File: src/rtl/writeback_pipe_stage.sv
// MEM->WB pipeline register with a valid/ready handshake, an optional second
// (skid) entry, synchronous flush, and the final writeback mux. Writes to x0
// are suppressed on the outgoing write enable.
//
// Handshake: a transfer happens on a rising CLK edge when valid and ready are
// both high on that side (Accept = ValidM & ReadyM, Retire = ValidW & ReadyW).
// Valid never waits on ready. Once raised, valid must hold with stable data
// until the transfer. ReadyM never depends on ValidM. With SKID=1, ReadyM is a
// function of registered state only, so there is no combinational path from
// ReadyW.
module writeback_pipe_stage #(
  parameter int DATA_W     = 32,
  parameter int REG_ADDR_W = 5,
  parameter int SKID       = 1
) (
  input  logic                  CLK,
  input  logic                  RESETn,
  input  logic                  FlushW,
  input  logic                  ValidM,
  output logic                  ReadyM,
  input  logic                  RegWriteM,
  input  logic                  MemtoRegM,
  input  logic [DATA_W-1:0]     ReadDataM,
  input  logic [DATA_W-1:0]     ALUResultM,
  input  logic [REG_ADDR_W-1:0] rdM,
  input  logic                  ReadyW,
  output logic                  ValidW,
  output logic                  RegWriteW,
  output logic                  MemtoRegW,
  output logic [DATA_W-1:0]     ReadDataW,
  output logic [DATA_W-1:0]     ALUResultW,
  output logic [DATA_W-1:0]     ResultW,
  output logic [REG_ADDR_W-1:0] rdW,
  output logic [1:0]            CountW
);

  localparam bit UseSkid = (SKID != 0);

  // The state encoding equals the occupancy, so CountW doubles as the FSM
  // state observation point.
  typedef enum logic [1:0] {
    EMPTY = 2'd0,
    ONE   = 2'd1,
    FULL  = 2'd2
  } stateT;

  stateT state;
  stateT stateNext;

  logic accept;
  logic retire;
  logic loadHeadIn;
  logic loadHeadSkid;
  logic loadSkid;

  logic                  headRegWrite;
  logic                  headMemtoReg;
  logic [DATA_W-1:0]     headReadData;
  logic [DATA_W-1:0]     headALUResult;
  logic [REG_ADDR_W-1:0] headRd;

  logic                  skidRegWrite;
  logic                  skidMemtoReg;
  logic [DATA_W-1:0]     skidReadData;
  logic [DATA_W-1:0]     skidALUResult;
  logic [REG_ADDR_W-1:0] skidRd;

  assign ValidW = (state != EMPTY);
  assign ReadyM = UseSkid ? (state != FULL) : (~ValidW | ReadyW);
  assign accept = ValidM & ReadyM;
  assign retire = ValidW & ReadyW;

  // State register; async reset empties the stage immediately.
  always_ff @(posedge CLK or negedge RESETn) begin
    if (!RESETn) state <= EMPTY;
    else         state <= stateNext;
  end

  // Next state and data-load strobes; flush overrides every transition.
  always_comb begin
    stateNext    = state;
    loadHeadIn   = 1'b0;
    loadHeadSkid = 1'b0;
    loadSkid     = 1'b0;
    case (state)
      EMPTY: begin
        if (accept) begin
          stateNext  = ONE;
          loadHeadIn = 1'b1;
        end
      end
      ONE: begin
        if (accept && retire) begin
          loadHeadIn = 1'b1;
        end else if (accept && UseSkid) begin
          stateNext = FULL;
          loadSkid  = 1'b1;
        end else if (retire) begin
          stateNext = EMPTY;
        end
      end
      FULL: begin
        if (retire) begin
          stateNext    = ONE;
          loadHeadSkid = 1'b1;
        end
      end
      default: stateNext = EMPTY;
    endcase
    if (FlushW) begin
      stateNext    = EMPTY;
      loadHeadIn   = 1'b0;
      loadHeadSkid = 1'b0;
      loadSkid     = 1'b0;
    end
  end

  // Head entry: loads from the input or from the skid entry, otherwise holds.
  always_ff @(posedge CLK or negedge RESETn) begin
    if (!RESETn) begin
      headRegWrite  <= 1'b0;
      headMemtoReg  <= 1'b0;
      headReadData  <= '0;
      headALUResult <= '0;
      headRd        <= '0;
    end else if (loadHeadIn) begin
      headRegWrite  <= RegWriteM;
      headMemtoReg  <= MemtoRegM;
      headReadData  <= ReadDataM;
      headALUResult <= ALUResultM;
      headRd        <= rdM;
    end else if (loadHeadSkid) begin
      headRegWrite  <= skidRegWrite;
      headMemtoReg  <= skidMemtoReg;
      headReadData  <= skidReadData;
      headALUResult <= skidALUResult;
      headRd        <= skidRd;
    end
  end

  // Skid entry: captures the input only when the head is stalled.
  always_ff @(posedge CLK or negedge RESETn) begin
    if (!RESETn) begin
      skidRegWrite  <= 1'b0;
      skidMemtoReg  <= 1'b0;
      skidReadData  <= '0;
      skidALUResult <= '0;
      skidRd        <= '0;
    end else if (loadSkid) begin
      skidRegWrite  <= RegWriteM;
      skidMemtoReg  <= MemtoRegM;
      skidReadData  <= ReadDataM;
      skidALUResult <= ALUResultM;
      skidRd        <= rdM;
    end
  end

  assign RegWriteW  = ValidW & headRegWrite & (headRd != '0);
  assign MemtoRegW  = headMemtoReg;
  assign ReadDataW  = headReadData;
  assign ALUResultW = headALUResult;
  assign rdW        = headRd;
  assign ResultW    = headMemtoReg ? headReadData : headALUResult;
  assign CountW     = state;

endmodule
File: config.mk
export PLATFORM = sky130hd
export DESIGN_NAME = writeback_pipe_stage
export DESIGN_NICKNAME = d
export VERILOG_FILES = /design/src/rtl/writeback_pipe_stage.sv
export SDC_FILE = /design/constraint.sdc
export NUM_CORES = 1
export LEC_CHECK = 0
export ABC_AREA = 1
export CORE_UTILIZATION = 52
export CTS_BUF_LIST = sky130_fd_sc_hd__clkbuf_16
export DETAILED_ROUTE_END_ITERATION = 16
export HOLD_SLACK_MARGIN = 0.12
export PLACE_DENSITY_LB_ADDON = 0.08
export SLEW_MARGIN = 20
export SYNTH_ARGS = -nofsm -noshare
export SYNTH_HDL_FRONTEND = slang
export SYNTH_SLANG_ARGS = --single-unit
File: constraint.sdc
create_clock -name CLK -period 4.69 [get_ports CLK]
set_clock_uncertainty 0.2 [all_clocks]
set_input_delay 0.938 -clock CLK [delete_from_list [all_inputs] [get_ports CLK]]
set_output_delay 0.938 -clock CLK [all_outputs]
set_load 0.02 [all_outputs]
# == Word level (Yosys, flattened, before mapping) ==
# Cells that the tools add are included.
# W data, S select, Z words.
# op_classes
eq_ne,7
muxes,28
bitwise,4
reduce_logical,6
# ops
cell,count
$mux W32,5
$mux W1,13
$mux W2,6
$mux W5,2
$ne A3 B3 Y1 const B,3
$pmux W2 S3,1
$reduce_bool A5 Y1,1
$and A1 B1 Y1,4
$ne A4 B4 Y1 const B,1
$reduce_and A4 Y1,1
$reduce_bool A2 Y1,2
$eq A2 B1 Y1 const B,1
$eq A2 B2 Y1 const B,1
$logic_not A2 Y1,1
$ne A2 B2 Y1 const B,1
$pmux W1 S2,1
$logic_and A1 B1 Y1,1
# word_totals
reg_bits,144
word_cells,56
inputBits,76
out_inout_bits,107

# == Depth between registers and ports, before layout ==
# Gate-level depths: netlist of run 1.
# logic_depth
word_depth,7
mapped_depth,8
mapped_depth_nobuf,7

# == Least setup slack after synthesis of run 1 ==
# OpenSTA, ideal clock, no wires.
# synth_path
kind,register to output
start,"register headMemtoReg, in the netlist MemtoRegW"
end,output port ResultW[10]
path_buffers,2
setup_slack_ps,2260
stages_incl_launch_ff,4
arrival_ps,1292
required_ps,3552
path_cell_list,dfrtp_1 clkbuf_1 buf_2 mux2_2
# synth_between
elab_chain_len,1
# synth_rtl
element,line_no,rtl
"start, declared",57,logic headMemtoReg;
"start signal, assigned",128,headMemtoReg <= MemtoRegM;
"start signal, assigned",134,headMemtoReg <= skidMemtoReg;
$mux W32,163,assign ResultW = headMemtoReg ? headReadData : headALUResult;
"end, declared",32,"output logic [DATA_W-1:0] ResultW,"
# Every way passes these cells.

# == Final worst setup path of run 1 ==
# layout_path
start,"register headMemtoReg, in the netlist MemtoRegW"
end,output port ResultW[20]
# Same word-level chain as after synthesis.

==> results of run 1 <==
power by group:
group / internal (uW) / switching (uW) / leakage, uW / total (uW)
Sequential: 1660 / 321 / 0.00180 / 1980
Combinational: 766 / 777 / 0.00224 / 1540
Clock: 1210 / 523 / 0.000361 / 1730
Total: 3640 / 1620 / 0.00440 / 5260
worst paths after layout:
path,depth (start not counted),start,endpoint
setup / recovery,2,MemtoRegW$_DFFE_PN0P_,ResultW[20]
hold / removal,2,skidRd[4]$_DFFE_PN0P_,skidRd[4]$_DFFE_PN0P_
setup reg to reg,7,CountW[1]$_DFFE_PN0P_,ALUResultW[22]$_DFFE_PN0P_
hold reg to reg,2,skidRd[4]$_DFFE_PN0P_,skidRd[4]$_DFFE_PN0P_
max in group asynchronous,2,RESETn,skidALUResult[2]$_DFFE_PN0P_
min in group asynchronous,1,RESETn,skidALUResult[16]$_DFFE_PN0P_
worst max-delay path, delay by kind of cell (launching register included):
kind	cells	cell delay, ns
DFF	1	0.94
buffers and inverters	1	0.55
muxes	1	0.42
cells by family (layout without fill, tap and decap cells):
logic type             after synthesis  count (layout)  share of synthesized area
AO/OA/AOI/OAI                       72              72                     0.0590
flip-flops                         144             144                      0.561
buffers and inverters              120             303                     0.0838
multiplexers                        32              32                     0.0561
AND/OR/NAND/NOR                    381             381                      0.240
through the flow:
step	setup WS (ns)	instances	power (uW)	util	hold WS, ns
global placement	1.46	1047	3460	0.688	0.264
global route	1.12	1079	5520	0.751	0.316
finish	1.23	1079	5260	0.751	0.289
floorplan	2.26	749	2770	-	0.253
CTS	1.20	1079	5290	0.751	0.290
detailed placement	1.34	1047	3540	0.688	0.273
placed cells by master, fill, tap and decap left out, types with 9 or more instances in the layout:
| master | instances |
|---|---|
| o21ai_1 | 48 |
| nand2_1 | 296 |
| nand3_1 | 75 |
| buf_4 | 9 |
| clkbuf_16 | 17 |
| bufinv_16 | 10 |
| dfrtp_1 | 143 |
| inv_1 | 77 |
| o21ai_0 | 21 |
| clkdlybuf4s50_1 | 181 |
| mux2_2 | 32 |
registers in the layout, indices dropped and copies added, names as in the netlist, 2 cells and up:
name / cells
ALUResultW: 32
CountW: 2
ReadDataW: 32
rdW: 5
skidALUResult: 32
skidRd: 5
skidReadData: 32
area by class of cell:
class                   instances  share of cell area
well taps                     147              0.0204
inverters                      80              0.0333
multi-input cells             485               0.253
clock inverters                15              0.0373
repair buffers                191               0.210
flip-flops and latches        144               0.399
clock buffers                  17              0.0471
layer usage:
layer | routed length [um] | share of wire | GRT usage | up-vias
met3 | 1180 | 0.072 | 0.0777 | 26
met1 | 6750 | 0.41 | 0.342 | 2729
met5 | 0 | 0 | 0 | -
met2 | 8270 | 0.50 | 0.472 | 212
met4 | 247 | 0.015 | 0.0702 | 0
li1 | - | - | - | 2695
Yosys cell counts:
master,number
buf_2,21
buf_6,8
clkbuf_1,10
clkbuf_2,1
dfrtp_1,144
inv_1,77
inv_2,3
mux2_2,32
nand2_1,296
nand2_2,1
nand3_1,75
nand4_1,2
nor2_1,4
nor2_2,1
nor2_4,1
nor3_1,1
o21ai_0,21
o21ai_1,48
o21ai_2,2
o21ai_4,1
==> qor.yml, run 1 <==
crit_fanout: 34
synth.area.top_cells: "dfrtp_1 56%, nand2_1 17%, nand3_1 5.8%, mux2_2 5.6%, inv_1 4.5%"
path_cells: "mux2_2 -> clkdlybuf4s50_1"
area_growth_pct: 40.5
fill_cells: 886
cts_sinks: 144
ys_seq_area_frac: 0.561
yosys.area.top_type: "dfrtp_1"
worst_ep_arrival_time_ns: 2.33
end_kind: "output pin"
tightestPinTransition_ns: 0.919
min_period_ns: 3.46
ys_seq_elements: 144
fin_crit_sh: 0.739
antennaDiodeCount: 0
h-tree-depth: 4
numCtsBuffers: 17
clock_latency_ns: 0.41
slew_viol_final: 0
maxCapViolCount: 0
max_stage_delay_ns: 0.94
hold_viol: 0
cts_root_buf: "clkbuf_16"
ant_nets: 0
via_count: 5662
cts_tree: "yes"
cts_buffer_depth: 2
min_path_type: "flip-flop to flip-flop"
p_per_area_nw_per_um2: 583
core_um2: 12000
slew_headroom: 0.387
cp_data_required_time_ns: 3.55
multi_input_comb_area_um2: 2280
clk_pin_slew_worst_paths_ns: 0.06
grt_pass1_vias: 5677
gp_congestion: 0.809
drt-initial-drc-count: 383
leakagePower_uw: 0.00440
regArea_um2: 3600
overflow: 0
critPathSlowestCell: "dfrtp_2"
grt_max_degree: 116
tns_ns: 0
wl_um: 16400
ctsResizeCount: 0
post_drt_wl_per_cell_um: 15.2
setup_viol: 0
grt_pass1_wl_um: 27400
die_w_um: 113
rsz0062_at_grt: "no"
status: "finished clean"
finalInstanceArea_um2: 9030
ys_warn_count: 0
synth_area_um2: 6420
peakVddDrop_v: 0.000356
remaining_drc_errors: 0
postCtsSetupBuffers: 0
post_dp_cell_area_um2: 8260
layout.nets: 995
numPortBuffers: 182
pin_count: 183
ys_types: 20
synth_top_area_frac: 0.561
dieArea_um2: 12800
drive_above_1_share: 0.0891
rows: 40
vias_per_cell: 5.25
holdBufCountCts: 0
postSynthAreaPerCell_um2: 8.58
dr.pass1.iters: 6
synthCells: 749
initial_core_util: 0.535
grt_use_total: 0.274
critical_path_class: "flip-flop to output pin"
rrSetupSlack_ns: 2.38
dp_hpwl_um: 10500
syn_nets: 825
critPathLaunchType: "flip-flop"
max_freq_mhz: 289
die_h_um: 113
antenna_found_initial: 0
Power figures use the tool's default switching activity.
==> run 2, diff against run 1 <==
CORE_UTILIZATION = 48   (was 52)
clock period = 3.26 ns   (was 4.69 ns; I/O delays follow)
==> qor.yml, run 2 (same netlist as run 1, synthesis figures left out) <==
status: "finished clean"
ant_nets: 0
cts_root_buf: "clkbuf_16"
instances_no_fill: 1107
numPortBuffers: 182
layout.nets: 999
whs_ns: 0.289
leakagePower_uw: 0.00434
max_freq_mhz: 354
drive_above_1_share: 0.0845
crit_fanout: 18
die_w_um: 118
wl_um: 15900
die_h_um: 118
tightestPinTransition_ns: 0.476
slew_headroom: 0.682
slew_viol_final: 0
numCtsBuffers: 17
fin_crit_sh: 0.866
rows: 41
worst_ep_arrival_time_ns: 1.97
final_cell_mix: "296 x nand2_1, 181 x clkdlybuf4s50_1, 143 x dfrtp_1, 81 x inv_1, 75 x nand3_1"
ctsResizeCount: 0
remaining_drc_errors: 0
cts_buffer_depth: 2
initial_core_util: 0.501
dp_hpwl_um: 10600
dr.pass1.iters: 4
cts_sinks: 144
tns_ns: 0
dieArea_um2: 13800
drt-initial-drc-count: 419
critical_path_class: "flip-flop to output pin"
post_drt_wl_per_cell_um: 14.4
h-tree-depth: 4
path_cells: "buf_4 -> mux2_2 -> clkdlybuf4s50_1"
area_growth_pct: 38.4
pin_count: 183
cts_tree: "yes"
grt_max_degree: 103
multi_input_comb_area_um2: 2280
core_um2: 12800
grt_pass1_wl_um: 27000
vias_per_cell: 4.97
hold_viol: 0
setup_viol: 0
clk_pin_slew_worst_paths_ns: 0.05
gp_congestion: 0.800
dp.cells: 1075
via_count: 5500
grt_pass1_vias: 5477
min_path_cells: 2
mostFrequentLayoutCell: "nand2_1"
maxCapViolCount: 0
cp_data_required_time_ns: 2.41
regArea_um2: 3600
max_stage_delay_ns: 0.55
antennaDiodeCount: 0
rsz0062_at_grt: "no"
antenna_found_initial: 0
end_kind: "output pin"
peakVddDrop_v: 0.000378
critPathLaunchType: "flip-flop"
fill_cells: 1048
p_per_area_nw_per_um2: 761
min_path_type: "flip-flop to flip-flop"
overflow: 0
min_period_ns: 2.82
critPathSlowestCell: "clkdlybuf4s50_1"
ff2ff_path_depth: 6
clock_latency_ns: 0.41
grt_use_total: 0.244
## run 2: cell types whose count changed in the layout (fill, tap and decap cells not counted), sizes merged
cell         previous run  this run
clkbuf                 18        17
dlygate4sd3             0         1
clkinv                  3         9
bufinv                 10         1
clkinvlp                2         0
inv                    80        84
buf                     9        13
## run 2: where the power goes
part,switching (uW),total (uW),leakage (uW),internal (uW)
clock network,682,1700,0.000273,1010
registers,410,2800,0.00180,2390
logic,1150,2270,0.00227,1120
## run 2: path summary, 6_finish.rpt
path	startpoint	endpoint	slack, ns
setup / recovery	MemtoRegW$_DFFE_PN0P_	ResultW[24]	0.44
hold / removal	skidRd[2]$_DFFE_PN0P_	skidRd[2]$_DFFE_PN0P_	0.29
setup reg to reg	CountW[1]$_DFFE_PN0P_	ALUResultW[13]$_DFFE_PN0P_	1.31
hold reg to reg	skidRd[2]$_DFFE_PN0P_	skidRd[2]$_DFFE_PN0P_	0.29
max in group asynchronous	RESETn	ALUResultW[7]$_DFFE_PN0P_	1.54
min in group asynchronous	RESETn	ReadDataW[17]$_DFFE_PN0P_	0.55
## run 2: layout make-up
| cell class | count | share of cell area |
|---|---|---|
| clock buffers | 17 | 0.0479 |
| clock inverters | 14 | 0.00971 |
| inverters | 80 | 0.0338 |
| multi-input cells | 485 | 0.257 |
| flip-flops and latches | 144 | 0.406 |
| well taps | 172 | 0.0242 |
| repair buffers | 195 | 0.222 |
## run 2: layer usage
layer  routed length, um  vias to the layer above  global-route usage  part of all wire
li1                    -                     2692                   -                 -
met1                6940                     2640               0.304              0.44
met2                7970                      152               0.410              0.50
met3                 840                       16              0.0630             0.053
met4                 195                        0              0.0857             0.012
met5                   0                        -                   0                 0
## run 2: timing repair
action	CTS	global route
endpoints found under the hold margin	48	0
buffers inserted	0	0
setup endpoints to repair	0	0
hold buffers	1	0
## run 2: critical path, delay by kind of cell (launching register included)
| family | cells | cell delay [ns] |
|---|---|---|
| flops | 1 | 0.35 |
| buf+inv | 2 | 0.83 |
| mux | 1 | 0.38 |
## run 2: metrics by stage
| step | utilization | worst slack [ns] | cell area (um^2) | power (uW) |
|---|---|---|---|---|
| CTS | 0.693 | 0.408 | 8890 | 6830 |
| detailed placement | 0.652 | 0.688 | 8370 | 5100 |
| finish | 0.693 | 0.436 | 8890 | 6770 |
| floorplan | - | 1.12 | 6420 | 3990 |
| global placement | 0.652 | 0.748 | 8370 | 4990 |
| global route | 0.693 | 0.374 | 8890 | 7160 |
==> RTL change (config.mk and constraints of run 2) <==
Reset style: synchronous (`RESETn`), changed in 3 clocked blocks. Comments in the files are not updated.
--- a/src/rtl/writeback_pipe_stage.sv
+++ b/src/rtl/writeback_pipe_stage.sv
@@ -71,7 +71,7 @@
   assign retire = ValidW & ReadyW;
 
   // State register; async reset empties the stage immediately.
-  always_ff @(posedge CLK or negedge RESETn) begin
+  always_ff @(posedge CLK) begin
     if (!RESETn) state <= EMPTY;
     else         state <= stateNext;
   end
@@ -116,7 +116,7 @@
   end
 
   // Head entry: loads from the input or from the skid entry, otherwise holds.
-  always_ff @(posedge CLK or negedge RESETn) begin
+  always_ff @(posedge CLK) begin
     if (!RESETn) begin
       headRegWrite  <= 1'b0;
       headMemtoReg  <= 1'b0;
@@ -139,7 +139,7 @@
   end
 
   // Skid entry: captures the input only when the head is stalled.
-  always_ff @(posedge CLK or negedge RESETn) begin
+  always_ff @(posedge CLK) begin
     if (!RESETn) begin
       skidRegWrite  <= 1'b0;
       skidMemtoReg  <= 1'b0;
Check against the original RTL: differs if RESETn is asserted again (counterexample within 4 cycles, from zero or initial values and one cycle with RESETn low); with RESETn held inactive, the same outputs for 4 cycles.
==> RTL change against run 2 <==
- cell count up 21%
- area after synthesis up 10%
- die area up 9.8%
- wire length up 41%
- hold slack better by 0.0060 ns
- count of clock-buffer cells in the layout unchanged
- synthesized cell count up 35%
- sequential cell count unchanged
- design area up 7.4%
- register-to-register slack worse by 0.40 ns
- worst setup slack worse by 0.13 ns
- critical path type unchanged
- critical endpoint is now ResultW[1]
Power is not compared: it rests on default switching activity, and its combinational part moved more than twofold at a synthesized area within 25%.
==> RTL change: results (changes against run 2) <==
status=completed; worst IR drop on VDD=0.0003636 V; Multi-In Gates=693 (+43%); Routed wire per std cell=16.86 um (+17%); pin count of the biggest net entering global routing=73 (-29%); Hold WC Path Type=flip-flop to flip-flop; Slew headroom=42.04% (-26 points); CP Data Arrival Time=2.10 ns (+0.13 ns); worst-case reg-to-reg path depth=7 (+1); post-synth cell types=22 (+10%); flop2flop setup slack=0.91 ns (-0.40 ns); drt pass-1 iters=6 (+2); DRT Wirelength=22490 um (+41%); worst-skew pair later-pin latency=0.42 ns; area of the multi-input gates=3448 um2 (+51%); synthesized net count=1085 (+32%); final RePlAce weighted congestion=0.8548 (+6.8%); First DRT Iteration DRCs=705 (+68%); origin of the worst setup path=MemtoRegW$_SDFFE_PN0P_; non-clk buf share=21.85% (-0.36 points); sequential area share after synthesis=40.80% (-15 points); Overall Global Routing Usage=30.07% (+5.7 points); Worst Hold Endpoint=ReadDataW[31]$_SDFFE_PN0P_; worst min-delay path startpoint=ReadDataW[31]$_SDFFE_PN0P_; fraction of area in multi-input gates=36.14% (+10 points); dpl cell area=8942 um2 (+6.9%); end of the worst register-to-register path=ALUResultW[18]$_SDFFE_PN0P_; Mapped Avg Cell Area=7.003 um2 (-18%); first-pass GRT wire length=35450 um (+31%); NumNets Final=1218 (+22%); Non-clk bufs=206 (+5.6%); worst setup path end=ResultW[1]; hpwl dp=13260 um (+25%); routed vias=7497 (+36%); list of most frequent post-synthesis cells=148 x nand2_1, 146 x nand3_1, 146 x nor2_1; Reg2Reg Launch Point=CountW[1]$_SDFFE_PP0P_; sequential cell area share=30.23% (-10 points); clock-cell share of area=6.281% (+0.52 points); largest cells by area after synthesis=dfxtp_1 41%, nand3_1 10%, nand2_1 7.9%; layout cells sized above 1=8.319% (-0.13 points); number of global-route vias before repair=6683 (+22%); TritonCTS sink count=144 (unchanged); fill count=1272 (+21%); Crit Path Max Fanout=12 (-6); Post-synth ARST share=0% (-100 points); initial antenna violation count=0 (unchanged); dpl cells=1303 (+21%)
RTL change: cell types whose count changed after synthesis, moves of 2 or more:
cell	change
buf_2	+27
a21oi_1	+71
dfxtp_1	+144
clkbuf_1	+14
dfrtp_1	-144
o21ai_0	+50
nand3_1	+71
nand4_1	+69
o21ai_2	-2
buf_1	+12
o21ai_1	-48
nor2_1	+142
nand2_1	-148
RTL change: cells by family after synthesis:
| logic type | share of synthesized area (%) |
|---|---|
| simple gates | 33.17 |
| buf+inv | 10.78 |
| flops | 40.80 |
| compound gates | 10.15 |
| mux | 5.100 |
RTL change: per-stage QoR:
step           hold WS (ns)  setup WS, ns  utilization (%)
5_1_grt              0.3126        0.2390            67.69
3_5_place_dp         0.2871        0.4397            63.44
2_1_floorplan        0.2623         1.126                -
4_1_cts              0.2961        0.2942            67.69
6_report             0.2950        0.3036            67.69
3_3_place_gp         0.2764        0.4677            63.44
RTL change: power groups by stage:
stage          Clock [uW]  Sequential [uW]  Combinational (uW)
3_3_place_gp            0             1940                 773
4_1_cts              2030             1900                 780
6_report             2020             1900                 782
5_1_grt              2120             1910                 842
3_5_place_dp            0             1940                 775
2_1_floorplan           0             1980                 339
RTL change: worst reg2reg max path, stage by stage (launching register included):
cell     delay [ns]
dfxtp_1        0.41
inv_1          0.14
nor2_4         0.11
buf_4          0.64
nand2_2        0.15
buf_4          0.30
nand3_1        0.18
a21oi_1        0.11
RTL change: metal layers:
layer	vias up	global-route usage [%]	routed length, um
li1	3622	-	-
met1	3477	39.18	9453
met2	360	48.95	10710
met3	38	5.258	1732
met4	0	12.50	593
met5	-	0	0
